## src/rtl/afg_spi_pkg.sv

```systemverilog
// Shared constants and state encoding for the SPI word receiver.
//   SPI_DATA_WIDTH : bits per received word
//   SPI_CNT_WIDTH  : bit-counter width (must hold SPI_DATA_WIDTH)
//   spi_state_e    : receiver frame state
package afg_spi_pkg;

   localparam int unsigned SPI_DATA_WIDTH = 16;
   localparam int unsigned SPI_CNT_WIDTH  = 5;

   typedef enum logic {
      ST_IDLE  = 1'b0,
      ST_SHIFT = 1'b1
   } spi_state_e;

endpackage

```

## src/rtl/spi_word_rx_if.sv

```systemverilog
// SPI pins plus the received-word output bundle.
//   master : SPI host / word consumer side (drives SCLK, CS_n, MOSI)
//   slave  : receiver side (drives Dout, Valid, Busy, FrameErr)
interface spi_word_rx_if
   import afg_spi_pkg::*;
#(
   parameter int unsigned DATA_WIDTH = SPI_DATA_WIDTH
);

   logic                  SCLK;
   logic                  CS_n;
   logic                  MOSI;
   logic [DATA_WIDTH-1:0] Dout;
   logic                  Valid;
   logic                  Busy;
   logic                  FrameErr;

   modport master (
      output SCLK, CS_n, MOSI,
      input  Dout, Valid, Busy, FrameErr
   );

   modport slave (
      input  SCLK, CS_n, MOSI,
      output Dout, Valid, Busy, FrameErr
   );

endinterface

```

## src/rtl/sync_edge_detect.sv

```systemverilog
// Multi-flop synchronizer for one asynchronous input plus rise/fall detection.
//   Clock, Reset : system clock, synchronous active-low reset
//   async_in     : asynchronous input pin
//   sync_out     : synchronized level
//   rise, fall   : one-cycle edge indications on sync_out (suppressed in reset)
module sync_edge_detect #(
   parameter int unsigned SYNC_STAGES = 2
) (
   input  logic Clock,
   input  logic Reset,
   input  logic async_in,
   output logic sync_out,
   output logic rise,
   output logic fall
);

   logic [SYNC_STAGES-1:0] sync_q, sync_d;
   logic                   hist_q, hist_d;

   // Synchronizer keeps sampling through reset and history tracks it, so
   // leaving reset compares like with like and shows no false edge.
   always_comb begin
      sync_d = {sync_q[SYNC_STAGES-2:0], async_in};
      hist_d = sync_q[SYNC_STAGES-1];
   end

   always_ff @(posedge Clock) begin
      sync_q <= sync_d;
      hist_q <= hist_d;
   end

   assign sync_out = sync_q[SYNC_STAGES-1];
   assign rise     = Reset &  sync_out & ~hist_q;
   assign fall     = Reset & ~sync_out &  hist_q;

endmodule

```

## src/rtl/spi_word_rx.sv

```systemverilog
// SPI mode-0, MSB-first word receiver oversampled in the Clock domain.
//   Clock, Reset : system clock, synchronous active-low reset
//   bus.SCLK/CS_n/MOSI : asynchronous SPI pins
//   bus.Dout     : last completed word (held until the next one)
//   bus.Valid    : one-cycle strobe for a new Dout
//   bus.Busy     : frame open
//   bus.FrameErr : one-cycle strobe, CS_n rose mid-word
module spi_word_rx
   import afg_spi_pkg::*;
#(
   parameter int unsigned DATA_WIDTH  = SPI_DATA_WIDTH,
   parameter int unsigned SYNC_STAGES = 2,
   parameter int unsigned CNT_WIDTH   = SPI_CNT_WIDTH
) (
   input  logic          Clock,
   input  logic          Reset,
   spi_word_rx_if.slave  bus
);

   localparam logic [CNT_WIDTH-1:0] CNT_FULL = CNT_WIDTH'(DATA_WIDTH);

   logic sclk_sync, sclk_rise, sclk_fall;
   logic cs_sync, cs_rise, cs_fall;

   sync_edge_detect #(.SYNC_STAGES(SYNC_STAGES)) u_sclk_sync (
      .Clock    (Clock),
      .Reset    (Reset),
      .async_in (bus.SCLK),
      .sync_out (sclk_sync),
      .rise     (sclk_rise),
      .fall     (sclk_fall)
   );

   sync_edge_detect #(.SYNC_STAGES(SYNC_STAGES)) u_cs_sync (
      .Clock    (Clock),
      .Reset    (Reset),
      .async_in (bus.CS_n),
      .sync_out (cs_sync),
      .rise     (cs_rise),
      .fall     (cs_fall)
   );

   // Edge-detector outputs this block has no use for.
   logic unused_edge_sigs;
   assign unused_edge_sigs = &{1'b0, sclk_sync, sclk_fall, cs_sync};

   // MOSI chain of equal depth keeps data aligned with the SCLK edge.
   logic [SYNC_STAGES-1:0] mosi_sync_q, mosi_sync_d;
   logic                   mosi_sync;

   always_comb mosi_sync_d = {mosi_sync_q[SYNC_STAGES-2:0], bus.MOSI};
   always_ff @(posedge Clock) mosi_sync_q <= mosi_sync_d;
   assign mosi_sync = mosi_sync_q[SYNC_STAGES-1];

   spi_state_e            state_q, state_d;
   logic [CNT_WIDTH-1:0]  cnt_q, cnt_d;
   logic [DATA_WIDTH-1:0] shift_q, shift_d;
   logic [DATA_WIDTH-1:0] dout_q, dout_d;
   logic                  valid_q, valid_d;
   logic                  frame_err_q, frame_err_d;
   logic                  word_done;
   logic [CNT_WIDTH-1:0]  cnt_base, cnt_upd;

   // A full count is retired one cycle after the last bit lands; this also
   // covers a word whose last bit coincided with CS_n rising.
   always_comb begin
      state_d     = state_q;
      cnt_d       = cnt_q;
      shift_d     = shift_q;
      dout_d      = dout_q;
      valid_d     = 1'b0;
      frame_err_d = 1'b0;
      word_done   = (cnt_q == CNT_FULL);
      cnt_base    = word_done ? '0 : cnt_q;
      cnt_upd     = cnt_base;

      if (word_done) begin
         dout_d  = shift_q;
         valid_d = 1'b1;
         cnt_d   = cnt_base;
      end

      case (state_q)
         ST_IDLE: begin
            if (cs_fall) begin
               state_d = ST_SHIFT;
               cnt_d   = '0;
               shift_d = '0;
            end
         end
         ST_SHIFT: begin
            if (sclk_rise) begin
               shift_d = {shift_q[DATA_WIDTH-2:0], mosi_sync};
               cnt_upd = cnt_base + CNT_WIDTH'(1);
            end
            cnt_d = cnt_upd;
            // End-of-frame check sees the count after this cycle's bit.
            if (cs_rise) begin
               state_d     = ST_IDLE;
               frame_err_d = (cnt_upd != '0) && (cnt_upd != CNT_FULL) && !valid_d;
               if (frame_err_d) begin
                  cnt_d = '0;
               end
            end
         end
         default: state_d = ST_IDLE;
      endcase
   end

   always_ff @(posedge Clock) begin
      if (!Reset) begin
         state_q     <= ST_IDLE;
         cnt_q       <= '0;
         shift_q     <= '0;
         dout_q      <= '0;
         valid_q     <= 1'b0;
         frame_err_q <= 1'b0;
      end else begin
         state_q     <= state_d;
         cnt_q       <= cnt_d;
         shift_q     <= shift_d;
         dout_q      <= dout_d;
         valid_q     <= valid_d;
         frame_err_q <= frame_err_d;
      end
   end

   assign bus.Dout     = dout_q;
   assign bus.Valid    = valid_q;
   assign bus.Busy     = (state_q == ST_SHIFT);
   assign bus.FrameErr = frame_err_q;

endmodule

```

## src/flat_wrapper.sv

```systemverilog
// flat-port wrapper written by rule: the top's interface ports become plain ports
module spi_word_rx_flat import afg_spi_pkg::*;
#(
   parameter int unsigned DATA_WIDTH  = SPI_DATA_WIDTH,
   parameter int unsigned SYNC_STAGES = 2,
   parameter int unsigned CNT_WIDTH   = SPI_CNT_WIDTH
)
  (Clock, Reset, bus_SCLK, bus_CS_n, bus_MOSI, bus_Dout, bus_Valid, bus_Busy, bus_FrameErr);
  spi_word_rx_if #(.DATA_WIDTH(DATA_WIDTH)) bus_i ();
  input  logic Clock;
  input  logic Reset;
  input wire logic [$bits(bus_i.SCLK)-1:0] bus_SCLK;
  input wire logic [$bits(bus_i.CS_n)-1:0] bus_CS_n;
  input wire logic [$bits(bus_i.MOSI)-1:0] bus_MOSI;
  output wire logic [$bits(bus_i.Dout)-1:0] bus_Dout;
  output wire logic [$bits(bus_i.Valid)-1:0] bus_Valid;
  output wire logic [$bits(bus_i.Busy)-1:0] bus_Busy;
  output wire logic [$bits(bus_i.FrameErr)-1:0] bus_FrameErr;
  assign bus_i.SCLK = bus_SCLK;
  assign bus_i.CS_n = bus_CS_n;
  assign bus_i.MOSI = bus_MOSI;
  assign bus_Dout = bus_i.Dout;
  assign bus_Valid = bus_i.Valid;
  assign bus_Busy = bus_i.Busy;
  assign bus_FrameErr = bus_i.FrameErr;
  spi_word_rx #(.DATA_WIDTH(DATA_WIDTH), .SYNC_STAGES(SYNC_STAGES), .CNT_WIDTH(CNT_WIDTH)) u_core (.Clock(Clock), .Reset(Reset), .bus(bus_i));
endmodule
```

## config.mk

```make
export PLATFORM = sky130hd
export DESIGN_NAME = spi_word_rx_flat
export DESIGN_NICKNAME = d
export VERILOG_FILES = /design/src/rtl/afg_spi_pkg.sv /design/src/rtl/spi_word_rx_if.sv /design/src/rtl/sync_edge_detect.sv /design/src/rtl/spi_word_rx.sv /design/src/flat_wrapper.sv
export SDC_FILE = /design/constraint.sdc
export NUM_CORES = 1
export LEC_CHECK = 0
export BUFFER_PORTS_ARGS = -buffer_cell sky130_fd_sc_hd__buf_2
export CELL_PAD_IN_SITES_DETAIL_PLACEMENT = 0
export CELL_PAD_IN_SITES_GLOBAL_PLACEMENT = 1
export CORE_ASPECT_RATIO = 1.5
export CORE_MARGIN = 10
export CORE_UTILIZATION = 48
export CTS_BUF_LIST = sky130_fd_sc_hd__clkbuf_8
export DETAILED_ROUTE_END_ITERATION = 8
export PLACE_DENSITY = 0.9
export SKIP_LAST_GASP = 1
export SYNTH_ARGS = -nofsm -noshare
export SYNTH_HDL_FRONTEND = slang
export SYNTH_SLANG_ARGS = --single-unit
export TNS_END_PERCENT = 10
```

## constraint.sdc

```tcl
create_clock -name Clock -period 2.9 [get_ports Clock]
set_input_delay 0.29 -clock Clock [delete_from_list [all_inputs] [get_ports Clock]]
set_output_delay 0.29 -clock Clock [all_outputs]
set_load 0.02 [all_outputs]
```

Yosys cells after proc, flatten, opt, wreduce, memory -nomap -nowiden
Cells that the tools add are included.
Storage, ports and cells
  bits in registers: 48
  input bits: 5
  output and inout port bits: 19
  logic and storage cells: 48
Operators by class
  add/subtract/negate cells: 1
  equal/unequal tests: 5
  muxes and demuxes: 15
  bitwise operators: 10
  reduce and logical (&&, ||, !) cells: 6
Operator list (count)
  $mux W5: 7
  $mux W16: 2
  $pmux W16 S2: 1
  $pmux W5 S2: 1
  $and A1 B1 Y1: 6
  $add A5 B1 Y5 const B: 1
  $eq A5 B5 Y1 const B: 1
  $ne A5 B5 Y1 const B: 1
  $reduce_bool A5 Y1: 1
  $ne A2 B1 Y1 const B: 2
  $not A1 Y1: 4
  $mux W1: 3
  $ne A3 B1 Y1 const B: 1
  $reduce_and A3 Y1: 1
  $logic_and A1 B1 Y1: 2
  $pmux W1 S2: 1
  $reduce_and A2 Y1: 1
  $logic_not A1 Y1: 1

Longest topological paths before layout
Gate-level depths: netlist (run 1).
  depth in word-level cells: 11
  gate-level depth with buffers: 7
  gate-level depth less buffers: 7

Cells and area by module
A second synthesis (run 1) with hierarchy kept.
Second synthesis, totals
  cells, all modules: 200
  area, all modules: 1914.3 sq um
Modules (own cells, without submodules)
  spi_word_rx: times used 1, cells an instance 190, area an instance 1759.2 sq um, sequential area each 840.8 sq um
  sync_edge_detect: times used 2, cells an instance 5, area an instance 77.6 sq um, sequential area each 60.1 sq um

Least setup slack after synthesis (run 1)
No wires, ideal clock.
  path kind: flip-flop to flip-flop
  start point: register u_core.cnt_q[0]
  end point: register u_core.cnt_q[4]
  library setup time: 0.073 ns
  data arrival time: 1.584 ns
  data required time: 2.827 ns
  setup slack: 1.243 ns
  stages on the path, launching flop included: 8
  path buffers: 0
  clock period less this slack: 1.657 ns
  path through: dfxtp_1 -> inv_1 -> ha_1 -> nand2b_1 -> nor4_4 -> nor3_1 -> and2_4 -> nor3_2
On the way
  word-level cells in the longest chain between the ends: 11
  elaborated cells between the ends (all ways): 17
  classes of those cells: add/sub (1); eq/ne (3); mux (9); reduce/logical (4)
Ends and longest elaborated chain
  start: declaration: line spi_word_rx.sv:56  | logic [CNT_WIDTH-1:0] cnt_q, cnt_d;
  start signal: assignment: line spi_word_rx.sv:120  | cnt_q <= cnt_d;
  $eq A5 B5 Y1: line spi_word_rx.sv:73  | word_done = (cnt_q == CNT_FULL);
  $mux W5: line spi_word_rx.sv:74  | cnt_base = word_done ? '0 : cnt_q;
  $add A5 B1 Y5: line spi_word_rx.sv:94  | cnt_upd = cnt_base + CNT_WIDTH'(1);
  $mux W5: line spi_word_rx.sv:92  | if (sclk_rise) begin
  $mux W5: line spi_word_rx.sv:83  | case (state_q)
  $ne A5 B5 Y1 / $reduce_bool A5 Y1 (equally long branches): line spi_word_rx.sv:100  | frame_err_d = (cnt_upd != '0) && (cnt_upd != CNT_FULL) && !valid_d;
  $logic_and A1 B1 Y1 (2 in series): line spi_word_rx.sv:100
  $mux W5: line spi_word_rx.sv:101  | if (frame_err_d) begin
  $mux W5: line spi_word_rx.sv:98  | if (cs_rise) begin
  $pmux W5 S2: line spi_word_rx.sv:83
Parallel ways exist; a longest one is shown, timed or not. The select of a mux whose other input is x is not followed.
A chain may end at the register's enable or synchronous reset.

Worst setup path after layout (run 1)
  start point: register u_core.cnt_q[0]
  end point: register u_core.cnt_q[2]
The elaborated chain is that of the path after synthesis.

==> flow_summary.json, run 1 <==
{
  "drive_gt1_share_pct": 17.6,
  "grt_overflow": 0,
  "grt_use_met1_pct": 12.0,
  "crit_type": "reg -> reg",
  "htree_levels": 2,
  "finalSetupViolCount": 0,
  "whs_ps": 82.8,
  "synth_top_family_by_area": "simple AND/OR/NAND/NOR gates",
  "tns_ps": 0,
  "yosys.area_share.simple_pct": 24.9,
  "globalRouteMet3Util_pct": 3.07,
  "synth_area_per_cell_um2": 8.99,
  "worstHoldPathCells": 1,
  "clock-sinks": 48,
  "gp_congestion": 0.802,
  "cts_tree": "built",
  "fin_area_mm2": 0.00214,
  "slew_viol_final": 0,
  "syn-instance-count": 213,
  "drt_wl_total_mm": 3.90,
  "r2r_slack_ps": 900,
  "worst_slew_pin_slew_ps": 714,
  "synth_adder_area_share_pct": 1.83,
  "drtPass1Iterations": 4,
  "crit_arrival_ps": 2190,
  "power_density_mw_per_mm2": 525,
  "async_flop_share_pct": 0,
  "grt_pass1_vias": 1488,
  "fin_nets": 239,
  "grt_max_degree": 23,
  "start_kind": "register",
  "synth_edf_count": 0,
  "clk_pin_slew_worst_paths_ps": 90,
  "netlist_area_mm2": 0.00191,
  "clock_path_buffers": 2,
  "antenna_cells": 0,
  "synth-seq-cells": 48,
  "synth-warning-count": 0,
  "clockRootBuffer": "clkbuf_8",
  "synth-main-ff-cell": "dfxtp_1",
  "top_usage_layer": "met2",
  "dpl.hpwl_mm": 2.70,
  "fp.dieH_um": 97.3,
  "synth_seq_area_share_pct": 50.2,
  "vias_per_cell": 5.41,
  "postCtsSetupRepairBufs": 0,
  "r2r_start": "u_core.cnt_q[0]",
  "hold_path_class": "in -> reg",
  "met2_usage_pct": 20.1,
  "drv_cap": 0,
  "peakVddDrop_v": 0.000362,
  "io_pins": 24,
  "place_area_mm2": 0.00204,
  "rows": 28,
  "die_area_mm2": 0.00697,
  "skew_ps": 7.20,
  "ctsHoldBuffers": 0,
  "outcome": "completed",
  "worstPathMaxFanout": 11,
  "grt_usage_pct": 11.7,
  "synth_fp_nets": 220,
  "r2r-end": "u_core.cnt_q[2]",
  "synth_compound_area_share_pct": 18.1,
  "wl_per_cell_um": 14.0,
  "hold_viol": 0,
  "num_vias": 1503,
  "reg2regPathDepth": 7,
  "critPathCaptureType": "register",
  "power_leakage_uw": 0.000816,
  "synthXorXnorAreaFrac_pct": 0.915,
  "ctsResizeCount": 0,
  "period_needed_ps": 2000,
  "period_share_pct": 68.8,
  "initial_core_util_pct": 49.2,
  "ant_nets": 0,
  "fin_cells": 278,
  "fmax_ghz": 0.501,
  "dr.first_iter.drc_count": 101,
  "placedCellCount": 270,
  "area_growth_pct": 11.8,
  "worstHoldStart": "bus_SCLK",
  "antenna_found_initial": 0,
  "die_w_um": 71.6,
  "slew_headroom_pct": 52.3,
  "clk_latency_ps": 300,
  "cts_made_buffers": 5,
  "rsz0062_at_grt": "no",
  "required_ps": 3100,
  "hold_end": "u_core.u_sclk_sync.sync_q[0]",
  "p_total_uw": 1120,
  "drcViolationCount": 0,
  "place.port_buffers": 23,
  "core-area_mm2": 0.00389,
  "synth_mux_area_share_pct": 0,
  "ys_types": 42,
  "grt_first_pass_wirelength_mm": 6.78
}
==> cells by family (layout without fill, tap and decap cells) <==
group / after synthesis / after routing
fa+ha+maj: 3 / 3
simple gates: 97 / 97
buf+inv: 17 / 37
flops: 48 / 48
compound gates: 46 / 46
xor+xnor: 2 / 2
==> Yosys cell counts (all sizes together), types with 2 or more instances <==
library cell	number	share of area, %
a21boi	33	13
and2	4	1.4
and3b	2	0.92
buf	7	2.1
clkbuf	7	1.4
dfxtp	48	50
ha	2	1.3
inv	3	0.59
nand2	57	11
nand3	16	4.2
nand3b	2	0.78
nand4	2	0.65
nor2	3	0.59
nor3	2	0.78
nor4	2	1.4
o21ai	4	1.0
==> power breakdown <==
group	leakage [uW]	switching [uW]	internal [uW]
registers	0.000390	4.95	665
clock network	0.0000434	219	193
logic	0.000383	24.0	16.3
total	0.000816	248	875
==> worst max-delay path by stage <==
| stage | slack [ps] | from | depth (start not counted) | to |
|---|---|---|---|---|
| finish | 900 | u_core.cnt_q[0] | 7 | u_core.cnt_q[2] |
| global route | 690 | u_core.cnt_q[0] | 7 | u_core.cnt_q[2] |
| CTS | 880 | u_core.cnt_q[0] | 7 | u_core.cnt_q[2] |
| detailed placement | 890 | u_core.cnt_q[0] | 7 | u_core.cnt_q[2] |
| global placement | 970 | u_core.cnt_q[0] | 7 | u_core.cnt_q[2] |
| floorplan | 1240 | u_core.cnt_q[0] | 7 | u_core.cnt_q[4] |
==> sequential cells by signal (all words and copies together) (netlist names) <==
register / cells
u_core.u_sclk_sync.hist_q: 1
u_core.u_sclk_sync.sync_q: 2
u_core.bus.Busy: 1
u_core.shift_q: 16
u_core.u_cs_sync.sync_q: 2
u_core.bus.Dout: 16
u_core.cnt_q: 5
u_core.bus.FrameErr: 1
u_core.u_cs_sync.hist_q: 1
u_core.mosi_sync_q: 2
u_core.bus.Valid: 1
==> through the flow <==
stage | util, % | worst slack (ps)
6_report | 55.0 | 904
5_1_grt | 55.0 | 687
3_5_place_dp | 52.5 | 891
4_1_cts | 55.0 | 883
2_1_floorplan | - | 1240
3_3_place_gp | 52.5 | 971
==> worst max-delay path, cell delays in order, from the launching register on <==
cell	delay (ps)
dfxtp_1	450
inv_1	70
ha_1	240
nand4bb_1	390
o211ai_2	160
nor3_1	270
nor2_1	120
a22o_1	210
==> area by class of cell <==
cell class              instances  area (um2)
clock buffers                   6        82.6
clock inverters                 2        15.0
fillers                       383        1750
inverters                       3        11.3
multi-input cells             148         876
flip-flops and latches         48         961
well taps                      45        56.3
repair buffers                 26         138
==> layer usage <==
layer / up-vias / share of wire [%]
li1: 750 / -
met3: 13 / 4.0
met5: - / 0
met4: 0 / 3.7
met2: 27 / 51
met1: 713 / 41
==> placed cells by master, fill, tap and decap left out, types with 2 or more instances in the layout <==
cell type | synthesis | routed
nand2_1 | 57 | 57
dfxtp_1 | 48 | 48
a21boi_1 | 29 | 29
buf_2 | 5 | 23
nand3_1 | 16 | 16
clkbuf_8 | 0 | 6
a21boi_0 | 4 | 4
inv_1 | 3 | 3
nor2_1 | 3 | 3
and2_1 | 3 | 3
buf_4 | 0 | 3
nand3b_1 | 2 | 2
and3b_1 | 2 | 2
nand4_1 | 2 | 2
o21ai_0 | 2 | 2
o21ai_1 | 2 | 2
ha_1 | 2 | 2
clkinvlp_4 | 0 | 2
No activity file was read; power rests on OpenSTA's default activity.
==> inputs of run 2 (changes only) <==
--- a/config.mk
+++ b/config.mk
@@ -10,10 +10,10 @@
 export CELL_PAD_IN_SITES_GLOBAL_PLACEMENT = 1
 export CORE_ASPECT_RATIO = 1.5
 export CORE_MARGIN = 10
-export CORE_UTILIZATION = 48
+export CORE_UTILIZATION = 45
 export CTS_BUF_LIST = sky130_fd_sc_hd__clkbuf_8
 export DETAILED_ROUTE_END_ITERATION = 8
-export PLACE_DENSITY = 0.9
+export PLACE_DENSITY = 0.85
 export SKIP_LAST_GASP = 1
 export SYNTH_ARGS = -nofsm -noshare
 export SYNTH_HDL_FRONTEND = slang
==> constraint.sdc (replaced) <==
create_clock -name Clock -period 2.03 [get_ports Clock]
set_input_delay 0.203 -clock Clock [delete_from_list [all_inputs] [get_ports Clock]]
set_output_delay 0.203 -clock Clock [all_outputs]
set_load 0.02 [all_outputs]
==> flow_summary.json, run 2 (synthesized netlist as in run 1, its figures left out) <==
{
  "period_share_pct": 89.8,
  "dpl.hpwl_mm": 2.65,
  "rows": 29,
  "die_w_um": 73.3,
  "ant_nets": 0,
  "place_area_mm2": 0.00207,
  "worst-path-buf-inv": 1,
  "initial_core_util_pct": 45.9,
  "wl_per_cell_um": 13.6,
  "tns_ps": 0,
  "seqPwrFrac_pct": 54.5,
  "dr.first_iter.drc_count": 63,
  "clock-sinks": 48,
  "critPathCaptureType": "register",
  "multi_input_area_um2": 881,
  "pre_cts_ws_ps": 206,
  "postCtsSetupRepairBufs": 0,
  "area_growth_pct": 16.3,
  "clk_latency_ps": 290,
  "power.share.clock_pct": 42.0,
  "io_pins": 24,
  "grt_max_degree": 39,
  "cts_made_buffers": 5,
  "clockRootBuffer": "clkbuf_8",
  "period_needed_ps": 1820,
  "worstPathMaxFanout": 7,
  "crit_path_max_incr_delay_ps": 450,
  "skew_ps": 5.56,
  "seqCellArea_um2": 961,
  "grt_overflow": 0,
  "p_total_uw": 1760,
  "fmax_ghz": 0.549,
  "grt_pass1_vias": 1476,
  "sw_frac_of_total_pct": 19.6,
  "drv_cap": 0,
  "start_kind": "register",
  "drt_wl_total_mm": 3.88,
  "worst_slack_ps": 208,
  "worstPathCellList": "inv_1, ha_1, nand2b_1, nor4_4, o21bai_1, a211oi_1, a31o_1",
  "required_ps": 2270,
  "crit_type": "reg -> reg",
  "combPwrFrac_pct": 3.5,
  "layout_common_cells": "57 x nand2_1, 48 x dfxtp_1, 29 x a21boi_1",
  "switchingPower_uw": 344,
  "outcome": "completed",
  "hold_path_class": "reg -> reg",
  "crit_cells": 7,
  "grt_first_pass_wirelength_mm": 6.78,
  "gp_congestion": 0.842,
  "power_density_mw_per_mm2": 789,
  "fin_util_pct": 53.4,
  "slew_viol_final": 0,
  "critPathSlowestCell": "dfxtp_1",
  "drive_gt1_share_pct": 18.8,
  "htree_levels": 2,
  "num_vias": 1499,
  "fin_area_mm2": 0.00223,
  "worstHoldPathCells": 0,
  "core-area_mm2": 0.00417,
  "p_int_uw": 1410,
  "drcViolationCount": 0,
  "peakVddDrop_v": 0.000467,
  "slew_headroom_pct": 63.1,
  "mostFrequentLayoutCell": "nand2_1",
  "die_area_mm2": 0.00732,
  "finalSetupViolCount": 0,
  "power_leakage_uw": 0.000864,
  "critPathTopFamily": "simple AND/OR/NAND/NOR gates",
  "clock_path_buffers": 2,
  "place.port_buffers": 23,
  "crit_arrival_ps": 2060,
  "rsz0062_at_grt": "no",
  "fin_nets": 245,
  "worst_slew_pin_slew_ps": 552,
  "grt_usage_pct": 11.3,
  "cts_tree": "built",
  "vias_per_cell": 5.26,
  "antenna_found_initial": 0,
  "reg2regPathDepth": 7,
  "fp.dieH_um": 99.9,
  "clk_pin_slew_worst_paths_ps": 90,
  "hold_viol": 0,
  "fill_cells": 383,
  "antenna_cells": 0,
  "drtPass1Iterations": 4
}
-- run 2: changes by cell type in the layout (fill, tap and decap cells not counted), sizes merged --
cell         change
buf              +3
bufinv           +1
clkbuf           +1
clkinvlp         -2
dlygate4sd3      +3
-- run 2: worst paths after layout --
path                                             from                    end  slack (ps)
worst max-delay path                  u_core.cnt_q[0]        u_core.cnt_q[0]         210
worst min-delay path            u_core.mosi_sync_q[0]  u_core.mosi_sync_q[1]         340
worst max register to register        u_core.cnt_q[0]        u_core.cnt_q[0]         210
worst min register to register  u_core.mosi_sync_q[0]  u_core.mosi_sync_q[1]         340
-- run 2: routing by layer --
layer	routed length (um)	vias to the layer above	global-route usage, %
met4	59	0	5.28
met2	2130	16	20.0
met1	1610	709	12.3
li1	-	770	-
met3	87	4	2.27
met5	0	-	0
-- run 2: final cells by class --
cell class                      instances  area share, %
Sequential cell                        48           43.1
Multi-Input combinational cell        148           39.6
Timing Repair Buffer                   32           8.54
Clock buffer                            7           4.33
Tap cell                               46           2.58
Clock inverter                          1           1.35
Inverter                                3          0.506
-- run 2: what timing repair did --
action	in CTS	in global routing
resized for setup	0	1
hold endpoints to repair	3	0
hold buffers	3	0
setup endpoints to repair	0	1
-- run 2: power groups by stage --
stage / Combinational [uW] / Clock, uW / Sequential (uW)
3_3_place_gp: 58.5 / 0 / 980
5_1_grt: 68.9 / 794 / 960
4_1_cts: 62.9 / 762 / 958
6_report: 62.2 / 737 / 958
3_5_place_dp: 58.5 / 0 / 980
2_1_floorplan: 40.8 / 0 / 979
-- run 2: per-stage QoR --
step           cells  hold WS (ps)
2_1_floorplan    213           231
3_3_place_gp     274           305
3_5_place_dp     274           307
4_1_cts          285           335
5_1_grt          285           341
6_report         285           340
